## config.mk

```make
export PLATFORM = sky130hd
export DESIGN_NAME = mem_arbiter
export DESIGN_NICKNAME = d
export VERILOG_FILES = /design/src/rtl/lc3b_types.sv /design/src/rtl/mux2.sv /design/src/rtl/mem_arbiter.sv
export SDC_FILE = /design/constraint.sdc
export NUM_CORES = 1
export LEC_CHECK = 0
export ABC_AREA = 1
export CAP_MARGIN = 20
export CORE_AREA = 2 2 268 270
export DETAILED_ROUTE_END_ITERATION = 8
export DIE_AREA = 0 0 270 272
export GPL_TIMING_DRIVEN = 1
export PLACE_DENSITY = 0.37
export SLEW_MARGIN = 20
export SYNTH_ARGS = -nofsm -noshare
export SYNTH_HDL_FRONTEND = slang
export SYNTH_SLANG_ARGS = --single-unit
export TNS_END_PERCENT = 5
```

## constraint.sdc

```tcl
create_clock -name clk -period 5 [get_ports clk]
set_clock_uncertainty 0.15 [all_clocks]
set_input_delay 1.5 -clock clk [delete_from_list [all_inputs] [get_ports clk]]
set_output_delay 1.5 -clock clk [all_outputs]
set_load 0.02 [all_outputs]
```

## src/rtl/lc3b_types.sv

```systemverilog
// Shared LC-3b memory-system types: the cache line and the arbiter FSM states.
package lc3b_types;

  typedef logic [127:0] lc3b_line;

  typedef enum logic [1:0] {
    IDLE    = 2'd0,
    GRANT_I = 2'd1,
    GRANT_D = 2'd2
  } lc3b_arb_state;

endpackage

```

## src/rtl/mux2.sv

```systemverilog
// Generic two-input multiplexer: f = sel ? b : a.
module mux2 #(
  parameter int width = 16
) (
  input  logic             sel,
  input  logic [width-1:0] a,
  input  logic [width-1:0] b,
  output logic [width-1:0] f
);

  // Pure combinational select.
  always_comb begin
    f = sel ? b : a;
  end

endmodule

```

## src/rtl/mem_arbiter.sv

```systemverilog
// mem_arbiter: shares one physical-memory port between the I-cache and
// D-cache miss ports. One line transfer in flight at a time; the grant is
// registered and held until pmem_resp, and the response is steered back
// combinationally to the owner of the transfer.
// Build option MEM_ARBITER_ROUND_ROBIN_EN: when defined, simultaneous I/D
// requests alternate using a last_grant bit; when undefined, D always wins.
module mem_arbiter
  import lc3b_types::*;
#(
  parameter int LINE_W = $bits(lc3b_line)
) (
  input  logic              clk,
  input  logic              rst,
  input  logic              i_read,
  input  logic [15:0]       i_address,
  output logic              i_resp,
  output logic [LINE_W-1:0] i_rdata,
  input  logic              d_read,
  input  logic              d_write,
  input  logic [15:0]       d_address,
  input  logic [LINE_W-1:0] d_wdata,
  output logic              d_resp,
  output logic [LINE_W-1:0] d_rdata,
  output logic              pmem_read,
  output logic              pmem_write,
  output logic [15:0]       pmem_address,
  output logic [LINE_W-1:0] pmem_wdata,
  input  logic              pmem_resp,
  input  logic [LINE_W-1:0] pmem_rdata
);

  lc3b_arb_state r_state;
  lc3b_arb_state w_next_state;
  lc3b_arb_state w_tie_winner;
  logic          w_i_req;
  logic          w_d_req;
  logic          w_addr_sel;
  logic [15:0]   w_i_addr;

  assign w_i_req = i_read;
  assign w_d_req = d_read | d_write;

`ifdef MEM_ARBITER_ROUND_ROBIN_EN
  // 1 = D was granted most recently, 0 = I. Resets to I so D takes the first tie.
  logic r_last_grant;

  // Remember which side received the most recent grant.
  always_ff @(posedge clk) begin
    if (rst) begin
      r_last_grant <= 1'b0;
    end else if (r_state == IDLE && w_next_state != IDLE) begin
      r_last_grant <= (w_next_state == GRANT_D);
    end
  end

  assign w_tie_winner = r_last_grant ? GRANT_I : GRANT_D;
`else
  assign w_tie_winner = GRANT_D;
`endif

  // State register; reset abandons any downstream transfer in flight.
  always_ff @(posedge clk) begin
    if (rst) begin
      r_state <= IDLE;
    end else begin
      r_state <= w_next_state;
    end
  end

  // Next-state: grant from IDLE, hold the grant until the downstream completes.
  always_comb begin
    w_next_state = r_state;
    case (r_state)
      IDLE: begin
        if (w_i_req && w_d_req) begin
          w_next_state = w_tie_winner;
        end else if (w_i_req) begin
          w_next_state = GRANT_I;
        end else if (w_d_req) begin
          w_next_state = GRANT_D;
        end
      end
      GRANT_I: if (pmem_resp) w_next_state = IDLE;
      GRANT_D: if (pmem_resp) w_next_state = IDLE;
      default: w_next_state = IDLE;
    endcase
  end

  // Command and response steering; everything idles at zero outside a grant.
  always_comb begin
    pmem_read  = 1'b0;
    pmem_write = 1'b0;
    pmem_wdata = '0;
    i_resp     = 1'b0;
    i_rdata    = '0;
    d_resp     = 1'b0;
    d_rdata    = '0;
    case (r_state)
      GRANT_I: begin
        pmem_read = 1'b1;
        i_resp    = pmem_resp;
        i_rdata   = pmem_resp ? pmem_rdata : '0;
      end
      GRANT_D: begin
        // A writeback takes precedence over a read if both are (illegally) raised.
        pmem_read  = d_read & ~d_write;
        pmem_write = d_write;
        pmem_wdata = d_wdata;
        d_resp     = pmem_resp;
        d_rdata    = pmem_resp ? pmem_rdata : '0;
      end
      default: ;
    endcase
  end

  // Address path: I address only while I holds the grant, D address while D does.
  assign w_addr_sel = (r_state == GRANT_D);
  assign w_i_addr   = (r_state == GRANT_I) ? i_address : 16'h0000;

  mux2 #(.width(16)) u_addr_mux (
    .sel (w_addr_sel),
    .a   (w_i_addr),
    .b   (d_address),
    .f   (pmem_address)
  );

`ifndef SYNTHESIS
  // Flag the illegal simultaneous read+writeback request from the D-cache.
  always_ff @(posedge clk) begin
    if (!rst) begin
      assert (!(d_read && d_write))
        else $warning("mem_arbiter: d_read and d_write both high, writeback takes precedence");
    end
  end
`endif

endmodule
```

## Word-level counts from Yosys, hierarchy flattened

Index checks and enable logic that the tools add are counted.

- $add $sub $neg: 0
- Multiply operators: 0
- Divide/modulo/power cells: 0
- Magnitude comparators: 0
- Eq/ne operators: 4
- Shift operators: 0
- Multiplexer cells: 15
- Bitwise operators: 3
- Reductions and logical operators: 4

Operator list:

| kind | count |
|---|---|
| $mux 128 | 4 |
| $mux 16 | 2 |
| $mux 2 | 4 |
| $ne 4x4->1 const B | 1 |
| $pmux 2 s2 | 1 |
| $mux 1 | 3 |
| $eq 2x1->1 const B | 1 |
| $eq 2x2->1 const B | 1 |
| $logic_not 2->1 | 1 |
| $ne 2x1->1 const B | 1 |
| $pmux 1 s2 | 1 |
| $reduce_and 2->1 | 1 |
| $reduce_or 2->1 | 1 |
| $and 1x1->1 | 1 |
| $logic_and 1x1->1 | 1 |
| $not 1->1 | 1 |
| $or 1x1->1 | 1 |

- Bits in registers: 2
- Bits in latches: 0
- Memory bits (writable): 0
- Memory bits (read-only): 0
- Input port bits: 294
- Output and inout bits: 404
- Word-level logic and storage cells: 27
- Memories: 0

## Longest topological paths before layout

- Depth after elaboration: 5
- Mapped depth: 8
- Gate-level depth less buffers: 8

## By module

From an unflattened synthesis, not the netlist that was laid out.

- Cell total of the unflattened synthesis: 799
- Area, all modules: 3,223.1 um^2

By module, submodules not included:

| module | times used | cells an instance | area each (um^2) | seq. area each (um^2) |
|---|---|---|---|---|
| mem_arbiter | 1 | 747 | 2,979.1 | 40.0 |
| mux2 | 1 | 52 | 244.0 | 0.0 |

## Least setup slack after synthesis

No wires, ideal clock.

- Kind: in2out
- From: input pmem_resp
- To: output d_rdata[107]
- Arrival: 2,133 ps
- Data required time: 3,350 ps
- Setup slack: 1,217 ps
- Stages: 4
- Path buffers: 2
- Path through: nand2_2 buf_2 buf_6 nor2_1

- Word-level cells in the longest chain between the ends: 2

Ends and longest elaborated chain:

| item | RTL line | source |
|---|---|---|
| start: declaration | mem_arbiter.sv:28 | `input logic pmem_resp,` |
| $mux 128 | mem_arbiter.sv:110 | `d_rdata = pmem_resp ? pmem_rdata : '0;` |
| $mux 128 | mem_arbiter.sv:98 | `case (r_state)` |
| end: declaration | mem_arbiter.sv:23 | `output logic [LINE_W-1:0] d_rdata,` |

No other way between the ends.

## Worst setup path after layout

- From: input pmem_resp
- To: output d_rdata[84]

The elaborated chain is that of the path after synthesis.

==> impl_metrics.tcl <==
set metrics [dict create \
    grt_max_degree 65 \
    ys_types 16 \
    num_rows 98 \
    worstPathMaxFanout 30 \
    nFillCells 8167 \
    setup_viol 0 \
    min_period_ns 4.95 \
    htree_levels 1 \
    dr_total_vias 6811 \
    dp_slack_ns -0.0818 \
    multi_input_area_sq_um 1800 \
    post_dp_cell_area_sq_um 11300 \
    synthToLayoutAreaGrowth_pct 258 \
    core_sq_um 70800 \
    outcome "completed" \
    port_buffers 697 \
    synthCells 767 \
    largest_registers "r_state x2" \
    setup_slack_ns 0.0486 \
    fin_area_sq_um 11500 \
    hp-class "reg -> reg" \
    arrival_ns 3.30 \
    reg2reg_depth 6 \
    worstMarginPinSlew_ns 0.719 \
    slew-limit-headroom_pct 52.1 \
    synthXorXnorAreaFrac_pct 0 \
    r2r_setup_slack_ns 3.62 \
    drt-total-wl_mm 33.4 \
    maxSlewViolCount 0 \
    clock_sinks 2 \
    rsz0062_at_grt "no" \
    grt_pass1_wl_mm 46.3 \
    register_area_sq_um 40.0 \
    remaining_drc_errors 0 \
    fmax_ghz 0.202 \
    ys_seq_elements 2 \
    ys_seq_area_share_pct 1.25 \
    antenna_found_initial 9 \
    rr_endpoint "r_state[1]" \
    synth_fp_nets 1065 \
    reg2reg_from "r_state[1]" \
    cp_data_required_time_ns 3.35 \
    clk-insertion-delay-late_ns 0.22 \
    finalCritPeriodShare_pct 99.0 \
    p_leak_nw 6.57 \
    die_h_um 272 \
    cts-root-buf "clkbuf_16" \
    globalRouteTotalUtil_pct 8.34 \
    synthSimpleGateAreaFrac_pct 53.4 \
    synth-compound-area-share_pct 0.547 \
    die_w_um 270 \
    end_kind "primary output" \
    syn_avg_cell_area_sq_um 4.18 \
    final_core_util_pct 16.2 \
    numCtsBuffers 3 \
    drt-vias-per-instance 2.84 \
    yosys.area_share.adder_pct 1.56 \
    critPathKind "in -> out" \
    start_kind "input pin" \
    post_drt_wl_per_cell_um 13.9 \
    min_delay_path_depth 2 \
    drive_gt1_share_pct 2.56 \
    holdWs_ns 0.340 \
    hold_end "r_state[0]" \
    yosysWarningCount 0 \
    path_clk_slew_ns 0.03 \
    start_util_pct 4.53 \
    synth_top_family_by_area "simple AND/OR/NAND/NOR gates" \
    finalSetupTns_ns 0 \
    hold_viol_final 0 \
    firstDrtPassIters 4 \
    min_from "r_state[0]" \
    top_register "r_state" \
    ant_nets 0 \
    overflow 0 \
    largest_reg_flops 2 \
    cts_hold_buf 0 \
    crit_start "pmem_resp" \
    powerDensity_nw_per_um2 99.8 \
    dieArea_sq_um 73400 \
    drt_iter0_drc 175 \
    gp_congestion 0.909 \
    synth_area_sq_um 3200 \
    max_cap_violations 0 \
    cts_buffer_depth 2 \
    io_pins 698 \
    synthMuxAreaShare_pct 0 \
    ir_drop_mv 0.0630 \
    place_hpwl_mm 30.3 \
    fin_nets 1747 \
    tritoncts "built" \
    grt_pass1_vias 7200 \
]
[layout make-up]
class / count / share of cell area [%]
flip-flops and latches: 2 / 0.349
multi-input cells: 454 / 15.7
clock buffers: 3 / 0.654
diodes: 2 / 0.0436
well taps: 950 / 10.4
inverters: 264 / 8.64
repair buffers: 724 / 64.3
[timing repair]
item,in CTS,in global routing
setup buffers,0,0
cloned,0,0
setup endpoints to repair,42,55
resized for setup,2,55
[stage by stage]
| stage | cells | power, W |
|---|---|---|
| final | 2399 | 0.00114 |
| after global routing | 2399 | 0.00122 |
| after CTS | 2397 | 0.00117 |
| after global placement | 2394 | 0.00105 |
| after floorplan | 767 | 0.000425 |
| after detailed placement | 2394 | 0.00104 |
[cells in the mapped netlist]
cell type / number / share of area, %
dfxtp_1: 2 / 1.3
clkbuf_1: 3 / 0.35
buf_6: 25 / 8.8
nand3_1: 16 / 2.5
nand2_2: 2 / 0.39
nor2_1: 259 / 30
nand2_1: 168 / 20
o21a_1: 1 / 0.23
inv_1: 263 / 31
ha_1: 4 / 1.6
inv_2: 1 / 0.12
buf_4: 3 / 0.70
a21oi_1: 2 / 0.31
nand4_1: 1 / 0.20
buf_2: 16 / 2.5
nor3b_1: 1 / 0.23
[power by group]
part / total [W] / leakage, nW / switching (W) / internal [W]
sequential: 0.0000192 / 0.0164 / 0.00000173 / 0.0000174
clock: 0.000119 / 0.0370 / 0.0000174 / 0.000102
combinational: 0.00101 / 6.52 / 0.000501 / 0.000506
total: 0.00114 / 6.57 / 0.000520 / 0.000625
[worst max-delay path: stages]
cell	delay [ns]
clkdlybuf4s50_1	0.59
nand2_4	0.09
buf_12	0.17
buf_12	0.19
nor2_1	0.10
clkdlybuf4s50_1	0.61
[routing by layer]
layer / track usage, % / share of wire (%) / wire [um]
met5: 0 / 0.093 / 31
met4: 2.73 / 2.9 / 975
met3: 2.48 / 8.8 / 2920
met2: 15.9 / 51 / 17000
met1: 8.65 / 37 / 12400
[how the worst max path moves through the flow]
stage | endpoint | slack, ns | cells after the start
after floorplan | d_rdata[107] | 1.22 | 4
after global placement | d_rdata[70] | 0.02 | 6
after detailed placement | d_rdata[52] | -0.08 | 5
after CTS | d_rdata[110] | 0.007 | 6
after global routing | d_rdata[124] | 0.0006 | 6
final | d_rdata[84] | 0.05 | 6
[logic make-up (layout without fill, tap and decap cells)]
| logic type | count (synthesis) | in the layout |
|---|---|---|
| fa+ha+maj | 4 | 4 |
| other cells | 0 | 2 |
| simple gates | 447 | 447 |
| flops | 2 | 2 |
| compound gates | 3 | 3 |
| buf+inv | 311 | 991 |
[cell usage in the layout, fill, tap and decap left out]
master           instances
a21oi_1                  2
buf_12                   5
buf_4                   24
buf_6                    1
clkbuf_16                3
clkdlybuf4s50_1        638
dfxtp_1                  2
diode_2                  2
dlygate4sd2_1            1
dlymetal6s2s_1          55
ha_1                     3
ha_4                     1
inv_1                  263
inv_2                    1
nand2_1                168
nand2_4                  2
nand3_1                 16
nand4_1                  1
nor2_1                 259
nor3b_1                  1
o21a_1                   1
Note: power is estimated with default switching activity, not from simulation.
